[config.mk]
export PLATFORM = sky130hd
export DESIGN_NAME = adder_arb_32
export DESIGN_NICKNAME = d
export VERILOG_FILES = /design/src/rtl/adder_arb_pkg.sv /design/src/rtl/carry_select_adder_32.sv /design/src/rtl/rr_arbiter.sv /design/src/rtl/adder_arb_32.sv
export SDC_FILE = /design/constraint.sdc
export NUM_CORES = 1
export LEC_CHECK = 0
export ABC_AREA = 1
export CAP_MARGIN = 20
export CORE_MARGIN = 10
export CORE_UTILIZATION = 44
export CTS_CLUSTER_SIZE = 8
export DETAILED_ROUTE_END_ITERATION = 8
export DONT_BUFFER_PORTS = 1
export PLACE_DENSITY = 0.66
export SETUP_SLACK_MARGIN = 0.02
export SYNTH_ARGS = -nofsm -noshare
export SYNTH_HDL_FRONTEND = slang
export SYNTH_SLANG_ARGS = --single-unit
[constraint.sdc]
create_clock -name clk -period 3.1 [get_ports clk]
set_input_delay 0.62 -clock clk [delete_from_list [all_inputs] [get_ports clk]]
set_output_delay 0.62 -clock clk [all_outputs]
set_load 0.01 [all_outputs]
[src/rtl/adder_arb_pkg.sv]
// Shared defaults and FSM state type for the arbitrated 32-bit adder.
package adder_arb_pkg;

    localparam int unsigned NUM_REQ_DEF = 4;
    localparam int unsigned WIDTH_DEF   = 32;
    localparam int unsigned ID_W        = $clog2(NUM_REQ_DEF);

    typedef enum logic [1:0] {
        IDLE = 2'd0,
        CALC = 2'd1,
        OUT  = 2'd2
    } state_t;

endpackage

[src/rtl/carry_select_adder_32.sv]
// 32-bit carry-select adder: four 8-bit blocks, each precomputing both carry-in cases.
module carry_select_adder_32 (
    input  logic [31:0] a,
    input  logic [31:0] b,
    input  logic        cin,
    output logic [31:0] sum,
    output logic        cout
);

    logic [8:0] s0 [4];
    logic [8:0] s1 [4];
    logic       carry;

    for (genvar k = 0; k < 4; k++) begin : g_blk
        assign s0[k] = {1'b0, a[8*k +: 8]} + {1'b0, b[8*k +: 8]};
        assign s1[k] = {1'b0, a[8*k +: 8]} + {1'b0, b[8*k +: 8]} + 9'd1;
    end

    // Carry ripples only through the block-level selects.
    always_comb begin
        carry = cin;
        sum   = '0;
        for (int k = 0; k < 4; k++) begin
            {carry, sum[8*k +: 8]} = carry ? s1[k] : s0[k];
        end
        cout = carry;
    end

endmodule

[src/rtl/rr_arbiter.sv]
// Combinational round-robin selector: first set request at or after ptr, wrapping.
module rr_arbiter #(
    parameter int unsigned N   = 4,
    parameter int unsigned IDW = 2
) (
    input  logic [N-1:0]   req,
    input  logic [IDW-1:0] ptr,
    output logic [N-1:0]   grant,
    output logic [IDW-1:0] idx
);

    logic           found;
    int unsigned    j;
    logic [IDW-1:0] jj;

    always_comb begin
        grant = '0;
        idx   = '0;
        found = 1'b0;
        j     = 0;
        jj    = '0;
        for (int unsigned i = 0; i < N; i++) begin
            j  = (32'(ptr) + i) % N;
            jj = IDW'(j);
            if (!found && req[jj]) begin
                found     = 1'b1;
                grant[jj] = 1'b1;
                idx       = jj;
            end
        end
    end

endmodule

[src/rtl/adder_arb_32.sv]
// Round-robin arbitrated 32-bit adder shared by NUM_REQ requesters.
// Define ADDER_ARB_OVF_EN to add the registered signed-overflow output res_ovf.
module adder_arb_32
    import adder_arb_pkg::*;
#(
    parameter int unsigned NUM_REQ = NUM_REQ_DEF,
    parameter int unsigned WIDTH   = WIDTH_DEF,
    localparam int unsigned IdW    = (NUM_REQ > 1) ? $clog2(NUM_REQ) : 1
) (
    input  logic                     clk,
    input  logic                     rst_n,
    input  logic [NUM_REQ-1:0]       req_valid,
    output logic [NUM_REQ-1:0]       req_ready,
    input  logic [NUM_REQ*WIDTH-1:0] req_in1,
    input  logic [NUM_REQ*WIDTH-1:0] req_in2,
    input  logic [NUM_REQ-1:0]       req_cin,
    output logic                     res_valid,
    input  logic                     res_ready,
    output logic [WIDTH-1:0]         res_sum,
    output logic                     res_cout,
`ifdef ADDER_ARB_OVF_EN
    output logic                     res_ovf,
`endif
    output logic [IdW-1:0]           res_id
);

    state_t           state;
    logic [IdW-1:0]   rr_ptr;
    logic [IdW-1:0]   op_id;
    logic [IdW-1:0]   gnt_idx;
    logic [NUM_REQ-1:0] gnt;
    logic [WIDTH-1:0] op_a;
    logic [WIDTH-1:0] op_b;
    logic             op_cin;
    logic [WIDTH-1:0] add_sum;
    logic             add_cout;

    rr_arbiter #(
        .N   (NUM_REQ),
        .IDW (IdW)
    ) u_arb (
        .req   (req_valid),
        .ptr   (rr_ptr),
        .grant (gnt),
        .idx   (gnt_idx)
    );

    assign req_ready = (rst_n && state == IDLE) ? gnt : '0;

    carry_select_adder_32 u_add (
        .a    (op_a),
        .b    (op_b),
        .cin  (op_cin),
        .sum  (add_sum),
        .cout (add_cout)
    );

    always_ff @(posedge clk or negedge rst_n) begin
        if (!rst_n) begin
            state     <= IDLE;
            rr_ptr    <= '0;
            op_id     <= '0;
            op_a      <= '0;
            op_b      <= '0;
            op_cin    <= 1'b0;
            res_valid <= 1'b0;
            res_sum   <= '0;
            res_cout  <= 1'b0;
            res_id    <= '0;
`ifdef ADDER_ARB_OVF_EN
            res_ovf   <= 1'b0;
`endif
        end else begin
            case (state)
                IDLE: begin
                    if (|req_valid) begin
                        op_a   <= req_in1[gnt_idx*WIDTH +: WIDTH];
                        op_b   <= req_in2[gnt_idx*WIDTH +: WIDTH];
                        op_cin <= req_cin[gnt_idx];
                        op_id  <= gnt_idx;
                        state  <= CALC;
                    end
                end
                CALC: begin
                    res_sum   <= add_sum;
                    res_cout  <= add_cout;
                    res_id    <= op_id;
`ifdef ADDER_ARB_OVF_EN
                    res_ovf   <= (op_a[WIDTH-1] == op_b[WIDTH-1]) &&
                                 (add_sum[WIDTH-1] != op_a[WIDTH-1]);
`endif
                    res_valid <= 1'b1;
                    state     <= OUT;
                end
                OUT: begin
                    if (res_ready) begin
                        res_valid <= 1'b0;
                        rr_ptr    <= (op_id == IdW'(NUM_REQ - 1)) ? '0 : op_id + 1'b1;
                        state     <= IDLE;
                    end
                end
                default: state <= IDLE;
            endcase
        end
    end

endmodule

; Word-level counts from Yosys, hierarchy flattened
; Cells that the tools add are included.
[word_totals]
regBits = 107
input_bits = 267
output_inout_bits = 40
[classes]
addsub = 12
n_lt_le_gt_ge = 9
eq_ne = 5
shift = 2
mux = 40
n_bitwise = 3
n_reduce_logical = 18
[ops]
columns = operator, n
row1 = $shiftx A128 B8 Y32, 2
row2 = $add A8 B8 Y9, 4
row3 = $add A9 B1 Y9 const B, 4
row4 = $mux W9, 4
row5 = $mux W4, 5
row6 = $lt A2 B3 Y1 const B, 5
row7 = $mux W2, 7
row8 = $mux W1, 13
row9 = $or A4 B4 Y4, 3
row10 = $bmux W1 S2, 5
row11 = $demux W1 S2, 4
row12 = $ge A2 B1 Y1 const B, 4
row13 = $logic_and A1 B1 Y1, 8
row14 = $reduce_and A2 Y1, 4
row15 = $pmux W2 S3, 1
row16 = $add A2 B1 Y2 const B, 2
row17 = $add A2 B2 Y2 const B, 2
row18 = $eq A2 B2 Y1 const B, 2
row19 = $reduce_or A4 Y1, 1
row20 = $logic_not A1 Y1, 3
row21 = $eq A2 B1 Y1 const B, 1
row22 = $logic_not A2 Y1, 1
row23 = $ne A2 B1 Y1 const B, 1
row24 = $ne A2 B2 Y1 const B, 1
row25 = other kinds (2), 2

; Logic depth before layout (Yosys ltp)
; Gate-level depths: netlist of run 1.
[depth]
depth_word = 14
mapped_depth = 20
depth_no_buf = 20

; Cells and area by module
; From an unflattened synthesis of run 1, not the netlist that was laid out.
[hier_totals]
hier_cells = 1738
area_unflattened_um2 = 10297.4
[by_module_without_submodules]
columns = module, instances, cells_per_inst, area_each_um2, seq_area_each_um2
row1 = adder_arb_32, 1, 1221, 7186.9, 2677.6
row2 = carry_select_adder_32, 1, 435, 2595.0, 0.0
row3 = rr_arbiter, 1, 82, 515.5, 0.0

; Worst setup path after synthesis of run 1
; Ideal clock, no wire load.
[synth_timing]
path_kind = register -> register
from = register op_a[0]
to = register res_sum[30]
setup_time_ps = 117
arrival_ps = 2506
t_required_ps = 2983
slack_ps = 477
path_stages_with_launch = 19
synth_period_minus_slack_ps = 2623
cell_sequence = dfrtp_1 ha_1 fa_1 ha_1 inv_1 nor3_4 nand3_2 nor2_4 nand2_1 nand2_2 nand2_4 nand2_4 nand2_4 nand2_8 nand2_8 nand2_1 nand2_1 nand2_1 nand2_1
[synth_via]
elab_chain_len = 6
[synth_rtl]
columns = element, line
row1 = from (decl), adder_arb_32.sv:32  ; logic [WIDTH-1:0] op_a;
row2 = from (signal assigned), adder_arb_32.sv:77  ; op_a <= req_in1[gnt_idx*WIDTH +: WIDTH];
row3 = $add A8 B8 Y9 (*), "carry_select_adder_32.sv:15, carry_select_adder_32.sv:16"
row4 = $add A9 B1 Y9, carry_select_adder_32.sv:16  ; assign s1[k] = {1'b0, a[8*k +: 8]} + {1'b0, b[8*k +: 8]} + 9'd1;
row5 = $mux W9 (*) (4 in a row), carry_select_adder_32.sv:24  ; {carry, sum[8*k +: 8]} = carry ? s1[k] : s0[k];
row6 = to (signal assigned), adder_arb_32.sv:85  ; res_sum <= add_sum;
row7 = to (decl), adder_arb_32.sv:19  ; output logic [WIDTH-1:0] res_sum,
; Mark *: on every way between the ends. The rest lies on a longest branch, timed or not.
; A chain may end at the register's enable or synchronous reset.

; Final worst setup path of run 1
; Same ends and word-level chain as after synthesis.

==> metrics.yaml, run 1 <==
final_antenna_net_count: 0
cts-root-buf: "clkbuf_16"
core_area_um2: 19460
cts_buffers: 9
routed_wl_um: 27430
worstRegToRegCells: 18
io_pins: 307
worst_pin_slew_ps: 885.4
die_w_um: 160.7
area_growth_pct: 6.088
cp_cell_sequence: "ha_1 -> fa_1 -> ha_1 -> inv_1 -> nor3_4 -> nand3_2 -> nor2_4 -> nand2_1 -> nand2_2 -> nand2_4 -> nand2_4 -> nand2_4 -> nand2_8 -> nand2_8 -> nand2_1 -> nand2_1 -> nand2_1 -> nand2_1"
min_path_type: "in -> async"
first_pass_iters: 5
endpoint_kind: "flip-flop"
slowest_delay_ps: 530
synth_area_per_cell_um2: 6.704
synthCells: 1300
grt_setup_unrepaired: "false"
ys_ff_latch: 107
gp_congestion: 0.9070
grt_max_degree: 109
grt_pass1_vias: 8031
fin_crit_ps: 2851
ys_seq_area_share_pct: 30.73
wl_per_cell_um: 17.84
cts_buffer_depth: 2
synth_cell_type_count: 46
cp_max_fo: 10
status: "finished, violations left"
cp-start-kind: "flip-flop"
fin_area_um2: 9245
dieArea_um2: 25840
hold_slack_ps: -51.06
clock.fmax_mhz: 350.7
clk_pin_slew_ps: 70
finalSetupTns_ps: 0
grt_antenna_before_repair: 0
setup_viol: 0
cts_sinks: 107
grt_use_total_pct: 20.37
syn_nets: 1615
diodes: 0
hold_viol_final: 107
drv_slew: 0
maxSlewHeadroom_pct: 40.61
crit_arrival_ps: 3100
cts_max_level: 3
placed_cell_area_um2: 8914
drc: 0
die_h_um: 160.7
drive_above_1_share_pct: 6.756
synth.area.top_cells: "dfrtp_1, nand2_1, nand3_1"
nFillCells: 2004
clkLatencyLatePin_ps: 360
violations: "negative hold slack"
vias: 8222
synth_warnings: 0
post-route-period-util_pct: 91.97
yosysTopAreaCellShare_pct: 30.73
critPathKind: "reg -> reg"
cts_tree: "done"
critical_path_required_ps: 3350
portBuffers: 0
initial_core_util_pct: 44.78
fin_nets: 1583
dr.first_iter.drc_count: 621
overflow: 0
synth_area_leader_cell: "dfrtp_1"
viasPerCell: 5.346
rows: 51
finClkSkew_ps: 10.28
max_cap_viol_count: 0
dp_hpwl_um: 22040
path_common_cell: "nand2_1"
syn_area_um2: 8715
cp_slowest_cell: "fa_1"
grt_first_pass_wirelength_um: 42940
## repair_timing
action,CTS,global route
endpoints found under the hold margin,107,107
resized for setup,0,1
setup buffers,0,2
endpoints found under the setup margin,0,11
## placed cells by master, fill, tap and decap left out, types with 6 or more instances in the layout
cell         n
dfrtp_1    106
buf_4       13
inv_1       90
o211ai_1    44
ha_1        44
xor2_1      14
xnor2_1      7
o21ai_1      7
inv_2        6
nor2_1      43
nand4_1     19
nand2_1    495
a21oi_1     21
or2_2       22
a31oi_1     10
nand3b_1    11
or2_1       21
clkbuf_16    9
nand3_1    204
o21ai_0     26
## cell usage after synthesis, drive strengths merged
cell type  instances
a211oi             1
a21oi             21
a221oi             2
a22o               1
a31oi             10
buf               37
clkbuf            22
clkinv             1
dfrtp            107
fa                 4
ha                44
inv               98
nand2            502
nand3            209
nand3b            11
nand4             19
nor2              51
nor2b              1
nor3               6
nor3b              1
nor4               1
o211ai            44
o21a               2
o21ai             36
o21bai             1
o22ai              2
o31ai              2
or2               43
xnor2              7
xor2              14
## area by class of cell
| class | count | area (um^2) | share of cell area, % |
|---|---|---|---|
| timing repair buffer | 16 | 157.7 | 1.705 |
| clock inverter | 3 | 45.04 | 0.4872 |
| sequential | 107 | 2679 | 28.98 |
| inverter | 99 | 375.4 | 4.060 |
| multi-input combinational | 1035 | 5386 | 58.26 |
| tap | 265 | 331.6 | 3.586 |
| clock buffer | 13 | 270.3 | 2.923 |
## registers in the layout, indices dropped and copies added (netlist names)
register	flops
res_cout	1
res_sum	32
res_id	2
op_id	2
op_a	32
op_cin	1
state	2
res_valid	1
rr_ptr	2
op_b	32
## final timing paths
kind                            from          end  slack [ps]
max                          op_a[0]  res_sum[30]         250
min                            rst_n      op_b[4]         -50
max reg2reg                  op_a[0]  res_sum[30]         250
min reg2reg                 op_b[20]     op_b[20]         490
max in group asynchronous      rst_n     op_b[16]        3000
min in group clk           res_ready     state[1]         390
## critical path, delay by kind of cell (launching register included)
kind,cells,cell delay (ps)
buffers and inverters,1,70
flip-flops,1,390
AND/OR/NAND/NOR,14,1360
adder cells (fa/ha/maj),3,910
## kinds of logic (layout without fill, tap and decap cells)
group / count (synthesis) / in the layout / share of synthesized area (%)
flip-flops: 107 / 107 / 30.73
AO/OA/AOI/OAI: 122 / 122 / 8.959
AND/OR/NAND/NOR: 844 / 844 / 43.33
XOR/XNOR: 21 / 21 / 2.111
buffers and inverters: 158 / 131 / 7.638
adder cells (fa/ha/maj): 48 / 48 / 7.236
## through the flow
step / cells / hold WS (ps) / utilization [%] / worst slack (ps)
6_report: 1538 / -51.06 / 47.50 / 248.8
4_1_cts: 1536 / -63.40 / 47.42 / 206.9
3_3_place_gp: 1520 / 328.3 / 45.80 / 287.2
5_1_grt: 1538 / -68.54 / 47.50 / 26.73
2_1_floorplan: 1300 / 324.4 / - / 477.3
3_5_place_dp: 1520 / 327.1 / 45.80 / 219.7
## per-layer routing
metal	routed length, um	GRT usage, %	vias to the layer above
met3	1814	4.959	32
met1	12670	27.30	3704
met5	0	0	-
met4	411	5.211	0
li1	-	-	4222
met2	12540	32.20	264
Power of run 1 is not shown: default switching activity piles up to over one toggle a cycle in this logic, so the estimate is an artifact.
==> run 2: changes to the inputs <==
--- a/config.mk
+++ b/config.mk
@@ -6,13 +6,14 @@
 export NUM_CORES = 1
 export LEC_CHECK = 0
 export ABC_AREA = 1
+export ABC_CLOCK_PERIOD_IN_PS = 3100
 export CAP_MARGIN = 20
 export CORE_MARGIN = 10
-export CORE_UTILIZATION = 44
+export CORE_UTILIZATION = 50
 export CTS_CLUSTER_SIZE = 8
 export DETAILED_ROUTE_END_ITERATION = 8
 export DONT_BUFFER_PORTS = 1
-export PLACE_DENSITY = 0.66
+export PLACE_DENSITY = 0.72
 export SETUP_SLACK_MARGIN = 0.02
 export SYNTH_ARGS = -nofsm -noshare
 export SYNTH_HDL_FRONTEND = slang
==> metrics.yaml, run 2 (same netlist as run 1, synthesis figures left out) <==
io_pins: 307  # unchanged
reg2reg_slack_ps: 260  # about the same
grt_antenna_before_repair: 1  # +1
final_antenna_net_count: 0  # unchanged
setup_viol: 0  # unchanged
drv_slew: 0  # unchanged
dr.first_iter.drc_count: 531  # -14%
cts_max_level: 3  # unchanged
endpoint_kind: "output pin"
critPathKind: "reg -> out"
fin_util_pct: 53.95  # +6.4 points
cts_buffer_depth: 2  # unchanged
gp_congestion: 0.8829  # -2.7%
cts-root-buf: "clkbuf_16"
cts_sinks: 107  # unchanged
multi_input_area_um2: 5386  # unchanged
fin_nets: 1589  # +0.38%
cp_max_fo: 7  # -3
dieArea_um2: 23110  # -11%
final_common_cell: "nand2_1"
max_cap_viol_count: 0  # unchanged
die_w_um: 152.0  # -5.4%
violations: "negative hold slack"
grt_setup_unrepaired: "false"
grt_max_degree: 132  # +21%
area_growth_pct: 6.332
cts_buffers: 9  # unchanged
grt_use_total_pct: 22.40  # +2.0 points
seqCellArea_um2: 2679  # unchanged
vias: 8291  # +0.84%
die_h_um: 152.0  # -5.4%
status: "finished, violations left"
min_path_type: "in -> async"
post-route-period-util_pct: 92.25  # +0.27 points
drive_above_1_share_pct: 7.271  # +0.52 points
finClkSkew_ps: 8.038  # -2.243 ps
cts_tree: "done"
initial_core_util_pct: 50.74  # +6.0 points
clkLatencyLatePin_ps: 360  # about the same
fin_crit_ps: 2860  # +8.414 ps
worst_pin_slew_ps: 937.2  # +51.79 ps
reg_top3: "op_a: 32 flops, op_b: 32 flops, res_sum: 32 flops"
first_pass_iters: 5  # unchanged
overflow: 0  # unchanged
wl_per_cell_um: 18.00  # +0.89%
layout_common_cells: "nand2_1, nand3_1, dfrtp_1, inv_1"
dp_hpwl_um: 21590  # -2.1%
hold_slack_ps: -47.70  # +3.366 ps
portBuffers: 0  # unchanged
crit_arrival_ps: 2240  # -860 ps
clock.fmax_mhz: 349.7  # -0.29%
critical_path_required_ps: 2480  # -870 ps
routed_wl_um: 27080  # -1.3%
core_area_um2: 17180  # -12%
maxSlewHeadroom_pct: 37.13  # -3.5 points
finalSetupTns_ps: 0  # unchanged
grt_pass1_vias: 8007  # -0.30%
clk_pin_slew_ps: 70  # about the same
grt_first_pass_wirelength_um: 42950  # about the same
cp-start-kind: "flip-flop"
drc: 0  # unchanged
viasPerCell: 5.509  # +3.1%
hold_viol_final: 107  # unchanged
postCtsSetupRepairBufs: 0  # unchanged
nFillCells: 1738  # -13%
rows: 48  # -5.9%
[run 2: cell types whose count changed in the layout (fill, tap and decap cells not counted)]
| cell | delta |
|---|---|
| buf_4 | +6 |
| clkinv_4 | +2 |
| bufinv_16 | +1 |
| clkbuf_1 | -1 |
| clkbuf_8 | -1 |
| clkinv_2 | -1 |
| clkinvlp_4 | -1 |
| diode_2 | +1 |
| inv_4 | +1 |
[run 2: final cells by class]
class / count / share of cell area (%)
Antenna cell: 1 / 0.02701
Tap cell: 225 / 3.038
Timing Repair Buffer: 22 / 2.187
Clock inverter: 5 / 0.9182
Multi-Input combinational cell: 1035 / 58.13
Sequential cell: 107 / 28.91
Clock buffer: 11 / 2.728
Inverter: 99 / 4.064
[run 2: critical path, stage by stage, from the launching register on]
cell and delay [ps]:
dfrtp_2 420, inv_1 70, ha_1 340, o21ai_2 230, nand2_1 90, nor2_2 170, inv_2 70, o22ai_1 110
a21oi_1 70, o21ai_0 110, nand2_1 80, inv_1 110
[run 2: final timing paths]
path | from | end | depth (start not counted)
worst max-delay path | rr_ptr[1] | req_ready[2] | 11
worst min-delay path | rst_n | res_id[0] | 0
worst max register to register | op_a[0] | res_sum[30] | 18
worst min register to register | op_a[16] | op_a[16] | 2
max in group asynchronous | rst_n | op_a[19] | 0
min in group clk | res_ready | state[1] | 1
[run 2: per-layer routing]
layer  share of wire (%)  track usage (%)  vias up
li1                    -                -     4238
met1                  47            30.69     3767
met2                  45            34.08      252
met3                 5.7            5.617       34
met4                 1.8            6.419        0
met5                   0                0        -
[run 2: per-stage QoR]
step / setup slack, ps / cell area [um^2] / instances
after floorplan: 477.3 / 8715 / 1300
after global placement: 278.6 / 8924 / 1488
after detailed placement: 136.5 / 8924 / 1488
after CTS: 134.2 / 9261 / 1504
after global routing: 40.28 / 9266 / 1505
final: 240.4 / 9266 / 1505
[run 2: what timing repair did]
action | 4_1_cts | 5_1_grt
resized for setup | 0 | 2
hold endpoints to repair | 107 | 107
setup endpoints to repair | 0 | 49
Power of run 2 is left out for the same reason.
